File: src/rtl/bgp_enable_sequencer.sv
// Bandgap EN sequencer: timed settle before bgp_ready, enforced minimum off-time.
// Optional bgp_ok supervision with a FAULT state when BGP_SEQ_OKCHK_EN is defined.
module bgp_enable_sequencer #(
  parameter int unsigned SETTLE_CYCLES = 16,
  parameter int unsigned OFF_CYCLES    = 8,
  parameter int unsigned CNT_W         = 16
) (
  input  logic       wb_clk_i,
  input  logic       wb_rst_i,
  input  logic       en_req,
`ifdef BGP_SEQ_OKCHK_EN
  input  logic       bgp_ok,
`endif
  output logic       bgp_en,
  output logic       bgp_ready,
  output logic       ready_pulse,
  output logic       busy,
  output logic [1:0] state,
  output logic       fault
);

  typedef enum logic [2:0] {
    S_OFF,
    S_STARTUP,
    S_READY,
    S_COOLDOWN
`ifdef BGP_SEQ_OKCHK_EN
    , S_FAULT
`endif
  } seq_state_t;

  localparam logic [CNT_W-1:0] SETTLE_LOAD = CNT_W'(SETTLE_CYCLES - 1);
  localparam logic [CNT_W-1:0] OFF_LOAD    = CNT_W'(OFF_CYCLES - 1);

  seq_state_t       state_q, state_d;
  logic [CNT_W-1:0] cnt_q, cnt_d;
  logic [1:0]       state_enc_d;

`ifdef BGP_SEQ_OKCHK_EN
  // Remembers one sampled bgp_ok=0 in READY; a second consecutive low trips FAULT.
  logic ok_low_q, ok_low_d;
`endif

  always_comb begin
    state_d = state_q;
    cnt_d   = cnt_q;
`ifdef BGP_SEQ_OKCHK_EN
    ok_low_d = 1'b0;
`endif
    case (state_q)
      S_OFF: begin
        if (en_req) begin
          state_d = S_STARTUP;
          cnt_d   = SETTLE_LOAD;
        end
      end
      S_STARTUP: begin
        if (!en_req) begin
          state_d = S_COOLDOWN;
          cnt_d   = OFF_LOAD;
        end else if (cnt_q == '0) begin
`ifdef BGP_SEQ_OKCHK_EN
          state_d = bgp_ok ? S_READY : S_FAULT;
`else
          state_d = S_READY;
`endif
        end else begin
          cnt_d = cnt_q - 1'b1;
        end
      end
      S_READY: begin
        if (!en_req) begin
          state_d = S_COOLDOWN;
          cnt_d   = OFF_LOAD;
        end
`ifdef BGP_SEQ_OKCHK_EN
        else if (!bgp_ok) begin
          if (ok_low_q) state_d = S_FAULT;
          else          ok_low_d = 1'b1;
        end
`endif
      end
      S_COOLDOWN: begin
        if (cnt_q == '0) state_d = S_OFF;
        else             cnt_d   = cnt_q - 1'b1;
      end
`ifdef BGP_SEQ_OKCHK_EN
      S_FAULT: begin
        if (!en_req) begin
          state_d = S_COOLDOWN;
          cnt_d   = OFF_LOAD;
        end
      end
`endif
      default: begin
        state_d = S_OFF;
        cnt_d   = '0;
      end
    endcase
  end

  always_comb begin
    state_enc_d = 2'd0;
    case (state_d)
      S_STARTUP:  state_enc_d = 2'd1;
      S_READY:    state_enc_d = 2'd2;
      S_COOLDOWN: state_enc_d = 2'd3;
`ifdef BGP_SEQ_OKCHK_EN
      S_FAULT:    state_enc_d = 2'd3;
`endif
      default:    state_enc_d = 2'd0;
    endcase
  end

  // Outputs are registered from the next state so they change on the same edge as the state.
  always_ff @(posedge wb_clk_i) begin
    if (wb_rst_i) begin
      state_q     <= S_OFF;
      cnt_q       <= '0;
      bgp_en      <= 1'b0;
      bgp_ready   <= 1'b0;
      ready_pulse <= 1'b0;
      busy        <= 1'b0;
      state       <= 2'd0;
    end else begin
      state_q     <= state_d;
      cnt_q       <= cnt_d;
      bgp_en      <= (state_d == S_STARTUP) || (state_d == S_READY);
      bgp_ready   <= (state_d == S_READY);
      ready_pulse <= (state_d == S_READY) && (state_q != S_READY);
      busy        <= (state_d == S_STARTUP) || (state_d == S_COOLDOWN);
      state       <= state_enc_d;
    end
  end

`ifdef BGP_SEQ_OKCHK_EN
  always_ff @(posedge wb_clk_i) begin
    if (wb_rst_i) begin
      ok_low_q <= 1'b0;
      fault    <= 1'b0;
    end else begin
      ok_low_q <= ok_low_d;
      fault    <= (state_d == S_FAULT);
    end
  end
`else
  assign fault = 1'b0;
`endif

endmodule
File: config.mk
export PLATFORM = sky130hd
export DESIGN_NAME = bgp_enable_sequencer
export DESIGN_NICKNAME = d
export VERILOG_FILES = /design/src/rtl/bgp_enable_sequencer.sv
export SDC_FILE = /design/constraint.sdc
export NUM_CORES = 1
export LEC_CHECK = 0
export BUFFER_PORTS_ARGS = -buffer_cell sky130_fd_sc_hd__buf_4
export CAP_MARGIN = 20
export CORE_ASPECT_RATIO = 0.75
export CORE_MARGIN = 5
export CORE_UTILIZATION = 56
export DETAILED_ROUTE_END_ITERATION = 6
export HOLD_SLACK_MARGIN = 0.05
export PLACE_DENSITY = 0.75
export SYNTH_ARGS = -nofsm -noshare
export SYNTH_HDL_FRONTEND = slang
export SYNTH_SLANG_ARGS = --single-unit
export TNS_END_PERCENT = 1
File: constraint.sdc
create_clock -name wb_clk_i -period 2.9 [get_ports wb_clk_i]
set_input_delay 0.58 -clock wb_clk_i [delete_from_list [all_inputs] [get_ports wb_clk_i]]
set_output_delay 0.58 -clock wb_clk_i [all_outputs]
set_load 0.1 [all_outputs]
# Word-level counts from Yosys, hierarchy flattened
# Index checks and enable logic that the tools add are counted.
# W data, S select, Z words.
# totals
regBits,25
in_bits,3
output_inout_bits,7
wordCells,35
# op_classes
n_addsub,1
eq_ne,9
mux,12
n_reduce_logical,6
# op_table
op,count
$mux W16,4
$pmux W16 S4,1
$logic_not A16 Y1,1
$sub A16 B1 Y16 const B,1
$mux W3,5
$eq A3 B2 Y1 const B,4
$pmux W3 S4,1
$eq A3 B1 Y1 const B,2
$pmux W2 S3,1
$ne A2 B2 Y1 const B,2
$logic_not A3 Y1,1
$ne A3 B2 Y1 const B,1
$logic_or A1 B1 Y1,2
$reduce_and A2 Y1,1
$logic_and A1 B1 Y1,1

# Depth between registers and ports, before layout
# Gate-level depths: netlist (run 1).
# logic_depth
depth_word,6
mapped_depth,8
mapped_depth_nobuf,6

# Worst setup path after synthesis (run 1)
# Ideal clock, no wire load.
# synth_path
path_type,flip-flop to flip-flop
from,reg cnt_q[0]
to,reg cnt_q[3]
setup_time_ns,0.131
arrival_time_ns,1.847
t_required_ns,2.769
setup_slack_ns,0.922
path_stages_with_launch,8
n_path_buf,1
synth_period_minus_slack_ns,1.978
cell_sequence,dfxtp_1 > inv_1 > ha_1 > or3b_1 > buf_2 > or4_4 > a32oi_1 > o31ai_1
# synth_between
elab_chain_len,4
word_cells_on_any_way,5
cone_classes,add/sub (1); mux (3); reduce/logical (1)
# synth_rtl
item,line_no,rtl
start: declaration,36,"logic [CNT_W-1:0] cnt_q, cnt_d;"
start signal: assignment,127,cnt_q <= cnt_d;
$sub A16 B1 Y16 / $logic_not A16 Y1 (equally long branches),-,
$mux W16 *,"61, 84",
$mux W16,58,if (!en_req) begin
$pmux W16 S4 *,50,case (state_q)
# Every way passes the cells marked *; elsewhere a longest branch is shown, timed or not.
# A chain may end at the register's enable or synchronous reset.

# Worst setup path in the final report (run 1)
# Same ends and word-level chain as after synthesis.

==> results.toml, run 1 <==
[setup_path]
cp_max_fo = 8
r2r-start = "cnt_q[0]"
cp-startpoint = "cnt_q[0]"
required_ns = 3.10
start_kind = "flip-flop"
worst-setup-path-type = "flip-flop to flip-flop"
crit_arrival_ns = 2.39
cp-end-kind = "flip-flop"

[detailed_routing]
dr.pass1.iters = 5
drt-total-wl_mm = 3.02
via_per_inst = 6.50
wire_per_inst_um = 15.8
drc = 0
drt_iter0_drc = 187
dr_total_vias = 1241
antenna_left = 0

[place]
routabilityCongestion = 0.882
place_inst = 187
place_area_um2 = 1400
numPortBuffers = 8
dpl.hpwl_mm = 2.31

[logic_synthesis]
synth_seq_cells = 25
syn_inst = 151
ys_seq_area_share_pct = 37.6
synth_edf_count = 0
yosysUniqueCellTypes = 49
syn-cell-area_um2 = 1330
yosysTopAreaCell = "dfxtp_1"
synth_common_cells = "dfxtp_1 (25), a21oi_1 (13), nand2_1 (9)"
yosysWarningCount = 0
yosysTopAreaCellShare_pct = 37.6
synth_area_per_cell_um2 = 8.82
async_flop_share_pct = 0
synth_flop_cell = "dfxtp_1"
synthMostInstantiatedCell = "dfxtp_1"
synth_top_cells_by_area = "dfxtp_1 (38%), a21oi_1 (4.9%), nor4_1 (2.8%), o211ai_1 (2.8%), o31ai_1 (2.8%)"

[pwr]
power.internal_uw = 473
p_clk_share_pct = 21.6
switchingPower_uw = 234
switching_share_pct = 33.1
vdd_drop_max_mv = 0.245
power-per-cell-area_nw_per_um2 = 495
seqPwrFrac_pct = 52.7
combPwrFrac_pct = 25.7
power_uw = 707
p_leak_nw = 0.560

[cells_and_area]
drive_above_1_share_pct = 15.9
final_cell_area_um2 = 1430
areaGrowthSynthToFinish_pct = 7.23
fin_cells = 191
final_nets = 162
antenna_cells = 0

[clock_network]
hold_buffers = 0
cts_sinks = 25
cts-root-buf = "clkbuf_4"
clkLatencyLatePin_ns = 0.31
cts_resized = 0
cts_tree = "yes"
cts_buffers = 3
cts.clk_slew.worst_paths_ns = 0.13
clk_path_buf_depth = 2
h-tree-depth = 1
cts_setup_buffers = 0

[timing]
finalSetupTns_ns = 0
final.setup_skew_ns = 0.00459
rsz0062_at_grt = "no"
fin_crit_ns = 2.19
final-setup-viol-count = 0
fmax_ghz = 0.457
fin_crit_sh_pct = 75.5
hold_violations = 0
max_slew.worst_pin.slew_ns = 0.804
holdWs_ns = 0.466
slew_headroom_pct = 45.9
drv_slew = 0

[floorplan]
fp-row-count = 15
die_area_um2 = 3470
core_area_um2 = 2290
die_h_um = 52.2
io_pins = 10
die_width_um = 66.3
initial_core_util_pct = 58.2

[global_routing]
grt-ovfl-total = 0
antenna_found_initial = 0
grt_pass1_wl_mm = 5.14
grtUsageTotal_pct = 19.6
grt_pass1_vias = 1088
grt_max_degree = 14

[min_path]
holdCritStartpoint = "wb_rst_i"
hp-class = "input pin to flip-flop"

[status]
status = "completed"

[flow_run]
maxCapViolCount = 0
[cells in the final DEF, fill, tap and decap left out, drive strengths merged, types with 2 or more instances in the layout]
master	synthesis	final
nand2	9	9
a21oi	13	13
o41ai	2	2
o31ai	5	5
xnor2	2	2
nand2b	3	3
o211a	2	2
o21a	4	4
nor4b	2	2
buf	7	10
nand3	2	2
a31oi	2	2
conb	1	2
or2	4	4
nor4	6	6
or4	7	7
nor2	7	7
dfxtp	25	25
or3b	2	2
inv	4	4
nor3	8	8
o311ai	2	2
o21ai	6	6
clkbuf	2	4
nand4	2	2
or3	2	2
o211ai	5	5
[layer usage]
metal | share of wire, % | GRT usage [%] | vias to the layer above
met2 | 44 | 29.0 | 48
met5 | 0 | 0 | -
met1 | 47 | 27.8 | 594
li1 | - | - | 595
met3 | 8.6 | 5.58 | 4
met4 | 0.86 | 4.73 | 0
[worst max-delay path: stages, from the launching register on]
cell and delay [ns]:
dfxtp_1 0.36, inv_1 0.10, ha_1 0.19, or3b_1 0.51
or4_4 0.62, a32oi_1 0.21, o31ai_1 0.08
[per-stage QoR]
| stage | util [%] | worst slack (ns) |
|---|---|---|
| floorplan | - | 0.922 |
| global placement | 61.3 | 0.826 |
| detailed placement | 61.3 | 0.750 |
| CTS | 62.4 | 0.739 |
| global route | 62.4 | 0.646 |
| finish | 62.4 | 0.712 |
[logic make-up (layout without fill, tap and decap cells)]
logic type / Yosys count / after routing / synth area share (%)
DFF: 25 / 25 / 37.6
adders and majority gates: 1 / 1 / 0.939
and+or+nand+nor: 58 / 58 / 26.4
AOI/OAI and AO/OA: 50 / 50 / 27.9
buffers and inverters: 13 / 18 / 4.98
xor gates and xnor gates: 3 / 3 / 1.97
other: 1 / 2 / 0.281
[registers in the layout, indices dropped and copies added, names as in the netlist]
| register | cells |
|---|---|
| state | 2 |
| bgp_en | 1 |
| bgp_ready | 1 |
| ready_pulse | 1 |
| state_q | 3 |
| cnt_q | 16 |
| busy | 1 |
[area by class of cell]
type	instances	area (um2)
Clock buffer	4	26.3
Fill cell	218	861
Inverter	4	15.0
Multi-Input combinational cell	114	769
Sequential cell	25	500
Tap cell	34	42.5
Timing Repair Buffer	10	75.1
[power by group through the flow]
stage / sequential, mW / combinational [mW] / clock, mW
finish: 0.373 / 0.182 / 0.153
global route: 0.376 / 0.196 / 0.178
CTS: 0.373 / 0.178 / 0.159
detailed placement: 0.380 / 0.178 / 0
global placement: 0.379 / 0.175 / 0
floorplan: 0.397 / 0.123 / 0
[final timing paths]
kind / slack [ns] / end / cells after the start
worst min register to register: 0.53 / cnt_q[6] / 2
worst max-delay path: 0.71 / cnt_q[3] / 6
worst min-delay path: 0.47 / cnt_q[8] / 2
worst max register to register: 0.71 / cnt_q[3] / 6
No activity file was read; power rests on OpenSTA's default activity.
==> run 2: changes to the inputs <==
ABC_AREA = 1   (was unset)
CORE_UTILIZATION = 53   (was 56)
PLACE_DENSITY = 0.74   (was 0.75)
clock period = 1.94 ns   (was 2.9 ns; I/O delays follow)
==> run 2 against run 1 <==
Compared with the run above: via count up 5.5%; sequential share of layout area down 2.3 points; final area up 7.0%; synthesized area grew 6.2%; sequential power is 46% higher; combinational power increased by 71%; hold slack worse by 0.14 ns; wire length decreased by 6.0%; worst setup slack lost 0.44 ns; clock-buffer cell count is 1 lower; global-route usage shrank 2.7 points; critical endpoint is now cnt_q[4].
==> results.toml, run 2 <==
[detailed_routing]
antenna_left = 0
drc = 0
drt_iter0_drc = 104
dr.pass1.iters = 4
drt-total-wl_mm = 2.84
wire_per_inst_um = 10.9
via_per_inst = 5.03
dr_total_vias = 1309

[cells_and_area]
largest_reg_flops = 16
final_nets = 229
regArea_um2 = 500
drive_above_1_share_pct = 17.0
antenna_cells = 0
fill_cells = 245
post-route-util_pct = 59.2
largest_register = "cnt_q"
top_regs = "cnt_q (16), state_q (3), state (2)"
final_cell_mix = "nand2_1 (49), inv_1 (30), nor2_1 (25), dfxtp_1 (25)"
layout_commonest_cell = "nand2_1"
areaGrowthSynthToFinish_pct = 8.05
multi_input_area_um2 = 752

[timing]
fmax_ghz = 0.598
fin_crit_ns = 1.67
drv_slew = 0
fin_crit_sh_pct = 86.2
layout_setup_ws_ns = 0.268
final.setup_skew_ns = 0.00855
final-setup-viol-count = 0
finalSetupTns_ns = 0
holdWs_ns = 0.327
hold_violations = 0
rsz0062_at_grt = "no"

[logic_synthesis]
ys_seq_area_share_pct = 35.4
yosysWarningCount = 0
synth_edf_count = 0
synth_seq_cells = 25
syn_inst = 214
synth_common_cells = "nand2_1 (49), inv_1 (30), dfxtp_1 (25), nor2_1 (25)"
synth_area_per_cell_um2 = 6.61
syn-cell-area_um2 = 1420
synth_flop_cell = "dfxtp_1"
synthMostInstantiatedCell = "nand2_1"
async_flop_share_pct = 0
yosysTopAreaCellShare_pct = 35.4
synth_top_cells_by_area = "dfxtp_1 (35%), nand2_1 (13%), inv_1 (8.0%), nor2_1 (6.6%), a21oi_1 (5.7%)"
yosysUniqueCellTypes = 28
yosysTopAreaCell = "dfxtp_1"

[pwr]
switching_share_pct = 36.2
p_clk_share_pct = 21.3
p_leak_nw = 0.803
combPwrFrac_pct = 28.7
switchingPower_uw = 394
vdd_drop_max_mv = 0.406
seqPwrFrac_pct = 50.0
power.internal_uw = 695
power-per-cell-area_nw_per_um2 = 712

[status]
status = "completed"

[global_routing]
grt_pass1_wl_mm = 5.10
grt-ovfl-total = 0
grt_max_degree = 15
grt_pass1_vias = 1118
grtUsageTotal_pct = 16.8
antenna_found_initial = 0

[place]
dpl.hpwl_mm = 2.25
place_ws_ns = 0.308
routabilityCongestion = 0.827
numPortBuffers = 8

[flow_run]
maxCapViolCount = 0

[setup_path]
cp-end-kind = "flip-flop"
required_ns = 2.17
critPathSlowestCell = "dfxtp_1"
cp_max_fo = 14
slowest_delay_ns = 0.37
start_kind = "flip-flop"
cpMostUsedCell = "nand2_1"
worst-setup-path-type = "flip-flop to flip-flop"
crit_arrival_ns = 1.90
worstPathCellList = "inv_1 -> ha_1 -> nand2_1 -> nor2_1 -> nand2_2 -> inv_2 -> nor2_8 -> nand2_1 -> o21ai_1 -> a21oi_1"

[min_path]
hp-class = "input pin to flip-flop"

[clock_network]
cts_buffers = 3
clkLatencyLatePin_ns = 0.32
cts_setup_buffers = 0
cts_sinks = 25
cts.clk_slew.worst_paths_ns = 0.14
h-tree-depth = 1
clk_path_buf_depth = 2
cts_tree = "yes"
cts-root-buf = "clkbuf_4"
cts_resized = 0
hold_buffers = 0

[floorplan]
io_pins = 10
fp-row-count = 16
core_area_um2 = 2580
die_h_um = 54.8
die_area_um2 = 3810
die_width_um = 69.7
initial_core_util_pct = 54.8
## run 2: changes by cell type after synthesis, sizes merged, moves of 5 or more
cell,before,now
nor3,8,3
nand2,9,55
nor2,7,32
inv,4,37
nor4,6,0
nand3,2,19
o21ai,6,11
nand4,2,7
o31ai,5,0
or4,7,0
buf,7,2
## run 2: cell families after synthesis
| group | share of synthesized area, % |
|---|---|
| buf+inv | 11.8 |
| simple gates | 40.8 |
| flops | 35.4 |
| other cells | 0.265 |
| compound gates | 10.3 |
| xor+xnor | 0.619 |
| fa+ha+maj | 0.884 |
## run 2: per-layer routing
metal	global-route usage, %	routed length [um]
met1	22.9	1510
met3	5.14	176
met5	0	0
met2	25.9	1120
met4	4.78	30
## run 2: stage by stage
step	cells	power, mW	cell area, um2
after CTS	260	1.10	1530
final	260	1.09	1530
after detailed placement	256	0.864	1500
after global placement	256	0.863	1500
after floorplan	215	0.815	1420
after global routing	260	1.17	1530
## run 2: area by class of cell
class	instances	area share (%)
repair buffers	8	3.93
well taps	36	2.95
flip-flops and latches	25	32.7
multi-input cells	150	49.2
clock inverters	1	0.327
clock buffers	3	1.47
inverters	37	9.41
## run 2: worst max-delay path: cells and delay by family, from the launching register on
family	cells	cell delay [ns]
buffers and inverters	2	0.19
and+or+nand+nor	5	0.63
AOI/OAI and AO/OA	2	0.17
DFF	1	0.37
adders and majority gates	1	0.22
## run 2: worst paths after layout
kind               endpoint     start  slack [ns]  depth (start not counted)
hold reg to reg    cnt_q[0]  cnt_q[0]        0.50                          2
hold / removal    cnt_q[12]  wb_rst_i        0.33                          2
setup / recovery   cnt_q[4]  cnt_q[0]        0.27                         10
setup reg to reg   cnt_q[4]  cnt_q[0]        0.27                         10
## run 2: power by group through the flow
| stage | Combinational (mW) | Clock, mW | Sequential [mW] |
|---|---|---|---|
| 2_1_floorplan | 0.235 | 0 | 0.580 |
| 3_3_place_gp | 0.307 | 0 | 0.556 |
| 3_5_place_dp | 0.308 | 0 | 0.556 |
| 4_1_cts | 0.310 | 0.241 | 0.545 |
| 5_1_grt | 0.346 | 0.274 | 0.548 |
| 6_report | 0.312 | 0.232 | 0.545 |
